## src/rtl/decoder_func_pkg.sv

```systemverilog
// Shared constants, minterm decoder and configuration record for the
// programmable decoder function generator.
package decoder_func_pkg;

    localparam int DEF_SEL_W    = 3;
    localparam int DEF_NUM_FUNC = 3;
    localparam int DEF_CNT_W    = 8;
    localparam int DEF_NM       = 1 << DEF_SEL_W;

    // Widest select the shared decoder supports; callers cast down to NM.
    localparam int MAX_SEL_W = 8;
    localparam int MAX_NM    = 1 << MAX_SEL_W;

    // One function's programmable state at the default geometry.
    typedef struct packed {
        logic [DEF_NM-1:0] mask;
        logic              inv;
    } cfg_t;

    // One-hot minterm vector for a select value.
    function automatic logic [MAX_NM-1:0] onehot_dec(input logic [MAX_SEL_W-1:0] sel);
        logic [MAX_NM-1:0] vec;
        vec      = '0;
        vec[sel] = 1'b1;
        return vec;
    endfunction

endpackage

```

## src/rtl/decoder_func_slice.sv

```systemverilog
// One output function: programmable minterm mask with inversion, plus a
// saturating hit counter fed by the top-level output transfer.
module decoder_func_slice
    import decoder_func_pkg::*;
#(
    parameter int            NM       = DEF_NM,
    parameter int            CNT_W    = DEF_CNT_W,
    parameter logic [NM-1:0] RST_MASK = '0,
    parameter logic          RST_INV  = 1'b0
) (
    input  logic             clk,
    input  logic             rst_n,
    input  logic             cfg_we,
    input  logic [NM-1:0]    cfg_mask,
    input  logic             cfg_inv,
    input  logic [NM-1:0]    dec,
    input  logic             cnt_clr,
    input  logic             hit,
    output logic             func,
    output logic [CNT_W-1:0] cnt
);

    typedef struct packed {
        logic [NM-1:0] mask;
        logic          inv;
    } slice_cfg_t;

    localparam logic [CNT_W-1:0] CNT_MAX = {CNT_W{1'b1}};

    slice_cfg_t       cfg_q, cfg_d;
    logic [CNT_W-1:0] cnt_q, cnt_d;

    // Configuration write: new mask/inv take effect after the edge.
    always_comb begin
        cfg_d = cfg_q;
        if (cfg_we) begin
            cfg_d.mask = cfg_mask;
            cfg_d.inv  = cfg_inv;
        end else begin
            cfg_d = cfg_q;
        end
    end

    // Function term from the currently stored configuration.
    always_comb begin
        func = (|(dec & cfg_q.mask)) ^ cfg_q.inv;
    end

    // Hit counter: clear has priority, otherwise count up and stick at max.
    always_comb begin
        cnt_d = cnt_q;
        if (cnt_clr) begin
            cnt_d = '0;
        end else if (hit && (cnt_q != CNT_MAX)) begin
            cnt_d = cnt_q + {{(CNT_W-1){1'b0}}, 1'b1};
        end else begin
            cnt_d = cnt_q;
        end
    end

    // Slice state registers with reset to the programmed defaults.
    always_ff @(posedge clk or negedge rst_n) begin
        if (!rst_n) begin
            cfg_q.mask <= RST_MASK;
            cfg_q.inv  <= RST_INV;
            cnt_q      <= '0;
        end else begin
            cfg_q <= cfg_d;
            cnt_q <= cnt_d;
        end
    end

    assign cnt = cnt_q;

endmodule

```

## src/rtl/decoder_func_gen.sv

```systemverilog
// Programmable decoder function generator: decodes a select into minterms,
// evaluates NUM_FUNC masked OR/NOR functions and registers the result
// behind a single valid/ready stage.
module decoder_func_gen
    import decoder_func_pkg::*;
#(
    parameter int SEL_W    = DEF_SEL_W,
    parameter int NUM_FUNC = DEF_NUM_FUNC,
    parameter int CNT_W    = DEF_CNT_W,
    parameter logic [NUM_FUNC*(2**SEL_W)-1:0] RST_MASKS = 24'h620994,
    parameter logic [NUM_FUNC-1:0]            RST_INV   = 3'b100
) (
    input  logic                         clk,
    input  logic                         rst_n,
    input  logic                         in_valid,
    output logic                         in_ready,
    input  logic [SEL_W-1:0]             in_sel,
    output logic                         out_valid,
    input  logic                         out_ready,
    output logic [(2**SEL_W)-1:0]        dec_out,
    output logic [NUM_FUNC-1:0]          func_out,
    input  logic                         cfg_we,
    input  logic [((NUM_FUNC > 1) ? $clog2(NUM_FUNC) : 1)-1:0] cfg_idx,
    input  logic [(2**SEL_W)-1:0]        cfg_mask,
    input  logic                         cfg_inv,
    input  logic                         cnt_clr,
    output logic [NUM_FUNC*CNT_W-1:0]    hit_cnt
);

    localparam int NM    = 2 ** SEL_W;
    localparam int IDX_W = (NUM_FUNC > 1) ? $clog2(NUM_FUNC) : 1;

    logic [NM-1:0]       dec_s;
    logic [NUM_FUNC-1:0] func_s;
    logic [NUM_FUNC-1:0] cfg_we_s;
    logic                accept_s;
    logic                xfer_s;

    logic                out_valid_q, out_valid_d;
    logic [NM-1:0]       dec_q, dec_d;
    logic [NUM_FUNC-1:0] func_q, func_d;

    // Minterm decode of the incoming select.
    always_comb begin
        dec_s = NM'(onehot_dec(MAX_SEL_W'(in_sel)));
    end

    assign in_ready = !out_valid_q || out_ready;
    assign accept_s = in_valid && in_ready;
    assign xfer_s   = out_valid_q && out_ready;

    for (genvar k = 0; k < NUM_FUNC; k++) begin : g_func
        // Out-of-range indices match no slice, so those writes vanish.
        assign cfg_we_s[k] = cfg_we && (cfg_idx == IDX_W'(k));

        decoder_func_slice #(
            .NM       (NM),
            .CNT_W    (CNT_W),
            .RST_MASK (RST_MASKS[k*NM +: NM]),
            .RST_INV  (RST_INV[k])
        ) u_slice (
            .clk      (clk),
            .rst_n    (rst_n),
            .cfg_we   (cfg_we_s[k]),
            .cfg_mask (cfg_mask),
            .cfg_inv  (cfg_inv),
            .dec      (dec_s),
            .cnt_clr  (cnt_clr),
            .hit      (xfer_s && func_q[k]),
            .func     (func_s[k]),
            .cnt      (hit_cnt[k*CNT_W +: CNT_W])
        );
    end

    // Output stage: load on accept, drop valid once drained, hold on stall.
    always_comb begin
        out_valid_d = out_valid_q;
        dec_d       = dec_q;
        func_d      = func_q;
        if (accept_s) begin
            out_valid_d = 1'b1;
            dec_d       = dec_s;
            func_d      = func_s;
        end else if (out_ready) begin
            out_valid_d = 1'b0;
        end else begin
            out_valid_d = out_valid_q;
        end
    end

    // Output stage registers.
    always_ff @(posedge clk or negedge rst_n) begin
        if (!rst_n) begin
            out_valid_q <= 1'b0;
            dec_q       <= '0;
            func_q      <= '0;
        end else begin
            out_valid_q <= out_valid_d;
            dec_q       <= dec_d;
            func_q      <= func_d;
        end
    end

    assign out_valid = out_valid_q;
    assign dec_out   = dec_q;
    assign func_out  = func_q;

endmodule
```

## config.mk

```make
export PLATFORM = sky130hd
export DESIGN_NAME = decoder_func_gen
export DESIGN_NICKNAME = d
export VERILOG_FILES = /design/src/rtl/decoder_func_pkg.sv /design/src/rtl/decoder_func_slice.sv /design/src/rtl/decoder_func_gen.sv
export SDC_FILE = /design/constraint.sdc
export NUM_CORES = 1
export LEC_CHECK = 0
export ABC_AREA = 1
export CAP_MARGIN = 30
export CORE_MARGIN = 3
export CORE_UTILIZATION = 27
export DETAILED_ROUTE_END_ITERATION = 12
export PLACE_DENSITY = 0.51
export SLEW_MARGIN = 30
export SYNTH_ARGS = -nofsm -noshare
export SYNTH_HDL_FRONTEND = slang
export SYNTH_HIERARCHICAL = 1
export SYNTH_SLANG_ARGS = --single-unit
```

## constraint.sdc

```tcl
create_clock -name clk -period 3.9 [get_ports clk]
set_input_delay 0.78 -clock clk [delete_from_list [all_inputs] [get_ports clk]]
set_output_delay 0.78 -clock clk [all_outputs]
set_load 0.01 [all_outputs]
```

==> metrics, run 1 <==
core area=0.0118 mm²; # IOs=57; Req. time, crit path=~3.1 ns; chip height=117 µm; Total GRT Usage=12.0%; largest family of logic cells by synthesized area=simple AND/OR/NAND/NOR gates; Setup Viol. Count Final=0; most common cell after layout, fill and taps aside=nand2_1; Starting DRT DRC Count=114; WP buf/inv=3; H-tree depth=3; Layout Skew=0.00635 ns; design area=~0.0044 mm²; Num CTS Buffers=9; f_max=360 MHz; max incr delay on CP=0.54 ns; vias in the first global route=2,605; pin count of the biggest net entering global routing=46; Simple-Gate Fraction of Synth Area=a little under 30%; Hold Vio Cnt, Final=0; worst path cell trace=clkdlybuf4s50_1, inv_1, nand2_4, clkdlybuf4s50_1; post-DR vias/cell=4.37; Crit-path slowest cell=clkdlybuf4s50_1; sequential share of the synthesized area=between 40 and 50%; crit path time final=2.78 ns; Max Cap Viol=0; static leakage=2.00 nW; post-route ant nets=0; crit path DAT=2.00 ns; mux contribution to synthesized area=9.10%; GRT overflow=0; synth unique cells=26; outcome=complete, no violations; YS warnings=6; DRT Pass-1 Iters=4; Setup TNS Final=0 ns; post-synthesis register bit count=63; Synth area leader=dfrtp_1; clk root buf=clkbuf_16; DRC viols=0; final net count=480; Tightest Pin Transition=0.842 ns; Post-Synth XOR/XNOR Area=1.57%; cell mode on critical path=clkdlybuf4s50_1; Final Wtd Congestion=around 0.83; CTS resizes=0; VDD IR max=189 µV; full die area=0.0137 mm²; Port Buf Inserts=56; CP top delay family=buffers and inverters; P&R area growth vs syn=30.7%; setup repair bufs after CTS=0; layout cells sized above 1=17.4%; unrepaired setup endpoints after global routing=false; Die Span X=about 120 µm; Initial Util=28.4%; Routed WL per cell=12.3 µm; # diodes=0; Rows=39; Startpoint Class=primary input; Synth Instances=391; synth top area cells=dfrtp_1 (40%), nand2_1 (14%), mux2_2 (9.1%); commonest cells after routing, fill and taps aside=nand2_1 (121), clkdlybuf4s50_1 (55), dfrtp_1 (54); Hold WC Path Type=primary input to async pin; Post-Synth Adder-Cell Area=1.12%; initial antenna violation count=0; power per standard cell area=412 mW/mm²; critical path class=primary input to output port; Worst slew margin=43.7%; Yosys top cell area share=40.5%; TritonCTS clock tree=built; critical path peak fanout=6; global-route wire length before repair=12,900 µm; Crit. End Element=output port; CTS Sinks=63; clk slew on worst S/H paths=0.05 ns; syn_area_per_cell=8.54 µm²; DR vias=2,727; Tcrit/Tclk final=71.2%; Synth Net Count=414; Compound-Gate Fraction of Synth Area=4.53%; dpl hpwl=5830 µm; Post-Syn Area=0.00334 mm²; fin. max-slew vios=0; Cell Area, Placed=slightly above 0.004 mm²; clk buf depth=2; Post-CTS Hold Buffers=0; Detailed Route WL=about 7700 µm; Worst-Skew Late Latency=~0.32 ns
==> path summary, 6_finish.rpt <==
| kind | start | to | depth (start not counted) | slack [ns] |
|---|---|---|---|---|
| min reg2reg | dec_out[7]$_DFFE_PN0P_ | dec_out[7]$_DFFE_PN0P_ | 2 | 0.47 |
| min | rst_n | g_func[0].u_slice/cnt[2]$_DFFE_PN0P_ | 1 | 0.46 |
| max | out_ready | in_ready | 4 | 1.12 |
| max reg2reg | out_valid$_DFFE_PN0P_ | g_func[1].u_slice/cnt[0]$_DFFE_PN0P_ | 6 | 2.17 |
| max in group asynchronous | rst_n | g_func[1].u_slice/cfg_q[1]$_DFFE_PN1P_ | 2 | 2.69 |
| min in group clk | dec_out[7]$_DFFE_PN0P_ | dec_out[7]$_DFFE_PN0P_ | 2 | 0.47 |
==> layer usage <==
metal	global-route usage, %	part of all wire (%)	vias to the layer above
met3	3.29	5.1	8
met1	15.5	47	1280
li1	-	-	1377
met2	19.4	46	62
met5	0	0	-
met4	3.90	1.5	0
==> metrics by stage <==
step	util (%)	std cells	power, mW	hold WS (ns)	setup slack (ns)
3_5_place_dp	34.9	610	1.10	0.465	1.11
3_3_place_gp	34.8	610	1.09	0.469	1.12
2_1_floorplan	-	391	0.960	0.481	2.12
5_1_grt	37.1	624	1.90	0.506	1.07
6_report	37.1	624	1.80	0.458	1.12
4_1_cts	37.1	624	1.84	0.479	1.11
==> flip-flops by register name, indices dropped and copies added, names as in the netlist <==
| signal | cells |
|---|---|
| g_func.u_slice/cfg_q | 27 |
| dec_out | 8 |
| out_valid | 1 |
| func_out | 3 |
| g_func.u_slice/cnt | 24 |
==> synthesized netlist by cell type (all sizes together) <==
cell    instances
buf             4
nor2           39
inv            48
clkinv          3
nor3            4
o22ai           3
mux2           27
ha              3
nand3          27
xor2            6
nand4           6
o21ai          15
nor3b           1
nand2         135
dfrtp          54
dfstp           9
a21oi           7
==> kinds of logic after synthesis <==
| kind of cell | Yosys count |
|---|---|
| AOI/OAI and AO/OA | 25 |
| xor gates and xnor gates | 6 |
| adders and majority gates | 3 |
| buffers and inverters | 55 |
| DFF | 63 |
| muxes | 27 |
| and+or+nand+nor | 212 |
==> final cells by class <==
type	instances	area, µm²
Sequential cell	63	1590
Fill cell	1202	7400
Clock buffer	13	260
Multi-Input combinational cell	273	1520
Inverter	51	206
Tap cell	164	205
Timing Repair Buffer	59	581
Clock inverter	1	5.00
==> power breakdown <==
group	internal [mW]	total (mW)	leakage (nW)	switching [mW]
Clock	0.456	0.721	0.132	0.265
Combinational	0.141	0.285	1.07	0.145
Sequential	0.743	0.794	0.797	0.0506
Note: power is estimated with default switching activity, not from simulation.
==> run 2, diff against run 1 <==
--- a/config.mk
+++ b/config.mk
@@ -10,7 +10,7 @@
 export CORE_MARGIN = 3
 export CORE_UTILIZATION = 27
 export DETAILED_ROUTE_END_ITERATION = 12
-export PLACE_DENSITY = 0.51
+export PLACE_DENSITY = 0.53
 export SLEW_MARGIN = 30
 export SYNTH_ARGS = -nofsm -noshare
 export SYNTH_HDL_FRONTEND = slang
==> constraint.sdc (replaced) <==
create_clock -name clk -period 2.5 [get_ports clk]
set_input_delay 0.5 -clock clk [delete_from_list [all_inputs] [get_ports clk]]
set_output_delay 0.5 -clock clk [all_outputs]
set_load 0.01 [all_outputs]
==> run 2 against run 1 <==
Against the previous run: total power increased by 54%; clock skew decreased by 0.00062 ns; setup slack got worse by 0.85 ns; combinational power increased by 61%; first-iteration DRC count increased by 39%; register-to-register slack got worse by 1.2 ns; sequential cell count unchanged; via count increased by 0.92%; sequential power increased by 56%; final cell count increased by 0.96%; count of clock-buffer cells in the layout increased by 1; largest power group unchanged.
==> metrics, run 2 (synthesis gave the netlist of run 1 again) <==
pin count of the biggest net entering global routing=39; Port Buf Inserts=56; most common cell after layout, fill and taps aside=nand2_1; VDD IR max=about 450 µV; CTS Sinks=63; Hold WC Path Type=primary input to async pin; static leakage=around 2.0 nW; Detailed Route WL=~7800 µm; outcome=complete, no violations; crit path time final=2.23 ns; Total GRT Usage=12.5%; DRT Pass-1 Iters=4; H-tree depth=3; Crit. Startpoint=out_ready; f_max=448 MHz; Starting DRT DRC Count=159; critical path class=primary input to output port; post-route ant nets=0; Hold Vio Cnt, Final=0; dpl hpwl=6020 µm; DRC viols=0; Post-CTS Hold Buffers=0; P&R area growth vs syn=31.5%; # diodes=0; Worst-Skew Late Latency=0.32 ns; Req. time, crit path=2.00 ns; commonest cells after routing, fill and taps aside=nand2_1 (121), clkdlybuf4s50_1 (55), dfrtp_1 (54); Die Span X=117 µm; TritonCTS clock tree=built; R2R depth=6; critical path peak fanout=6; power per standard cell area=633 mW/mm²; layout cells sized above 1=17.8%; fillers=1,208; R2R setup slack=0.95 ns; fin. max-slew vios=0; worst r2r src=out_valid$_DFFE_PN0P_; # IOs=57; Tcrit/Tclk final=between 80% and 90%; Tightest Pin Transition=0.655 ns; clk root buf=clkbuf_16; post-DR vias/cell=4.37; DR vias=2,752; setup repair bufs after CTS=0; Num CTS Buffers=9; core area=0.0118 mm²; Top reg by flops=g_func.u_slice/cfg_q; Startpoint Class=primary input; Layout Skew=0.00573 ns; clk buf depth=2; max reg flops=27; Finished Core Util=37.4%; Initial Util=28.4%; clk slew on worst S/H paths=0.05 ns; final net count=484; global-route wire length before repair=13,400 µm; Max Cap Viol=0; crit path DAT=~1.7 ns; Setup TNS Final=0 ns; unrepaired setup endpoints after global routing=false; Setup Viol. Count Final=0; Worst slew margin=56.3%; GRT overflow=0; Final Wtd Congestion=between 0.7 and 0.8; Routed WL per cell=12.4 µm; RR Endpoint=g_func[1].u_slice/cnt[7]$_DFFE_PN0P_; vias in the first global route=2,825; full die area=0.0137 mm²; initial antenna violation count=0; Crit. End Element=output port; chip height=117 µm; CTS resizes=0; Rows=39
[run 2: changes by cell type in the layout (fill, tap and decap cells not counted)]
cell	change
clkbuf_1	+3
buf_4	+2
clkbuf_8	-2
buf_12	+1
buf_2	+1
clkinv_2	+1
[run 2: how the worst max path moves through the flow]
stage                                                 endpoint
after floorplan           g_func[0].u_slice/cnt[6]$_DFFE_PN0P_
final                                                 in_ready
after detailed placement                              in_ready
after global routing                                  in_ready
after CTS                                             in_ready
after global placement                                in_ready
[run 2: critical path: stages]
cell             delay, ns
clkdlybuf4s50_1       0.48
inv_1                 0.10
nand2_4               0.11
clkdlybuf4s50_1       0.54
[run 2: routing by layer]
metal  global-route usage, %  wire, µm  up-vias
met5                       0         0        -
met4                    4.20       106        0
met3                    3.50       399       11
met2                    20.8      3690       60
met1                    15.7      3620     1306
li1                        -         -     1375
[run 2: stage by stage]
step	std cells	hold WS, ns	power [mW]	cell area, µm²	worst slack, ns
CTS	630	0.227	2.83	4390	0.257
global route	630	0.258	2.94	4390	0.205
floorplan	391	0.204	1.50	3340	1.03
global placement	614	0.469	1.71	4140	0.265
finish	630	0.207	2.78	4390	0.270
detailed placement	614	0.471	1.73	4140	0.257
[run 2: power by group]
group	internal (mW)	switching, mW	total, mW	leakage [nW]
clock network	0.667	0.411	1.08	0.125
logic	0.230	0.229	0.459	1.09
registers	1.16	0.0816	1.24	0.797
total	2.06	0.721	2.78	2.01
[run 2: area by class of cell]
| cell class | count | area, µm² | area share, % |
|---|---|---|---|
| clock buffer | 14 | 244 | 5.55 |
| timing repair buffer | 63 | 621 | 14.1 |
| multi-input combinational | 273 | 1520 | 34.6 |
| sequential | 63 | 1590 | 36.1 |
| tap | 164 | 205 | 4.67 |
| inverter | 51 | 206 | 4.70 |
| clock inverter | 2 | 10.0 | 0.228 |
==> RTL edit: new RTL, config.mk and constraints of run 2 <==
Change the package constant `DEF_SEL_W` from 3 to 4.
--- a/src/rtl/decoder_func_pkg.sv
+++ b/src/rtl/decoder_func_pkg.sv
@@ -2,7 +2,7 @@
 // programmable decoder function generator.
 package decoder_func_pkg;
 
-    localparam int DEF_SEL_W    = 3;
+    localparam int DEF_SEL_W    = 4;
     localparam int DEF_NUM_FUNC = 3;
     localparam int DEF_CNT_W    = 8;
     localparam int DEF_NM       = 1 << DEF_SEL_W;
Ports: changed (resized cfg_mask, dec_out and in_sel); port bits go from 57 to 74. No check against the original RTL was run, so the function may have changed too.
==> RTL edit against run 2 <==
Sequential cell count up 32; final cell count up 36%; routed wire length up 53%; design area up 39%; total power up 41%; worst setup slack better by 23 ps; synthesized cell count up 40%; area after synthesis up 42%; critical path type unchanged; critical endpoint unchanged; largest power group unchanged.
==> RTL edit: results (changes against run 2) <==
GRT
  • Gr usage total: 0.126 (+0.000808)
  • GRT met1 Usage: 0.158 (+0.000628)
  • Largest net degree at the start of global routing: 64 (+64%)
  • Met2 usage: 0.218 (+0.0101)
  • M3 GR Usage: 0.0279 (-0.00703)
  • Vias in the first global route: 3,952 (+40%)

CTS
  • H-tree depth: 3 (unchanged)
  • Clk slew on worst S/H paths: 60 ps
  • CTS root buf: clkbuf_16

Placed design
  • DP HPWL: 9140 um (+52%)
  • Port Buffers: 73 (+30%)
  • Inst Count DP: 841 (+37%)

Finish
  • Layout cells sized above 1: 0.173 (-0.00543)
  • Max reg flops: 51 (+89%)
  • Multi-input gate share of total cell area: 0.347 (+0.00139)
  • Clkbuf count: 11 (-3)
  • Signal buf overhead: 0.131 (-0.00988)
  • FILL cells: 1,699 (+41%)
  • Comb_multi_in: 396 (+45%)
  • Non-clk invs: 49 (-3.9%)
  • Sequential share of cell area: 0.392 (+0.0305)
  • Non-clock buffer count: 81 (+29%)
  • Final clock-cell share: 0.0517 (-0.00608)

Critical path
  • Worst r2r src: g_func[2].u_slice/cnt[0]$_DFFE_PN0P_
  • Reg-to-Reg End: g_func[2].u_slice/cnt[6]$_DFFE_PN0P_
  • R2R Setup Slk: 970 ps (+20 ps)
  • Worst Setup SP: out_ready
  • Crit-path max FO: 3 (-3)
  • Slowest-stage cell, CP: clkdlybuf4s50_1

Yosys
  • Top cells by count, synth: 209 x nand2_1, 86 x dfrtp_1, 53 x nor2_1
  • Yosys cell types: 25 (-3.8%)
  • Post-Synthesis Cells: 548 (+40%)
  • Mapped Nets: 580 (+40%)
  • Ranking of synthesized cells by area: dfrtp_1 45%, nand2_1 17%, mux2_2 11%, dfstp_2 5.0%, nor2_1 4.2%
  • Yosys reg bits: 95 (+51%)
  • Seq/Total Area, Yosys: 0.503 (+0.0278)

Routing
  • WL met3: 524 um (+31%)
  • Vias: 3,863 (+40%)
  • Drt pass-1 iters: 4 (unchanged)
  • Met2 WL: 5900 um (+60%)
  • DR vias/cell: 4.51 (+3.2%)
  • Final wirelength: 11,900 um (+53%)

Timing
  • Slew of the pin with the lowest slew margin: 563 ps (-92.0 ps)
  • Clock Skew: 5.51 ps (-0.221 ps)
  • Hold slack: 101 ps (-106 ps)

Power
  • Leakage: 2.82 nW (+40%)

Run status
  • Outcome: completed
## RTL edit: changes by cell type after synthesis, moves of 6 or more
cell and change:
nand2_1 +88, dfrtp_1 +32, mux2_2 +21, nor2_1 +20, nand3_1 -6
## RTL edit: through the flow
step	instance area [um2]	setup slack, ps
final	6090	293
after global routing	6090	247
after CTS	6090	292
after detailed placement	5780	293
after global placement	5780	313
after floorplan	4750	933
## RTL edit: kinds of logic after synthesis
logic type               share of synthesized area
flip-flops                                   0.503
AND/OR/NAND/NOR                              0.282
AO/OA/AOI/OAI                               0.0343
adder cells (fa/ha/maj)                    0.00791
multiplexers                                 0.114
XOR/XNOR                                   0.00554
buffers and inverters                       0.0530
## RTL edit: power by group
part / switching, W / internal, W / leakage [nW]
registers: 0.000128 / 0.00175 / 1.19
logic: 0.000287 / 0.000294 / 1.48
clock network: 0.000568 / 0.000881 / 0.154
total: 0.000983 / 0.00292 / 2.82
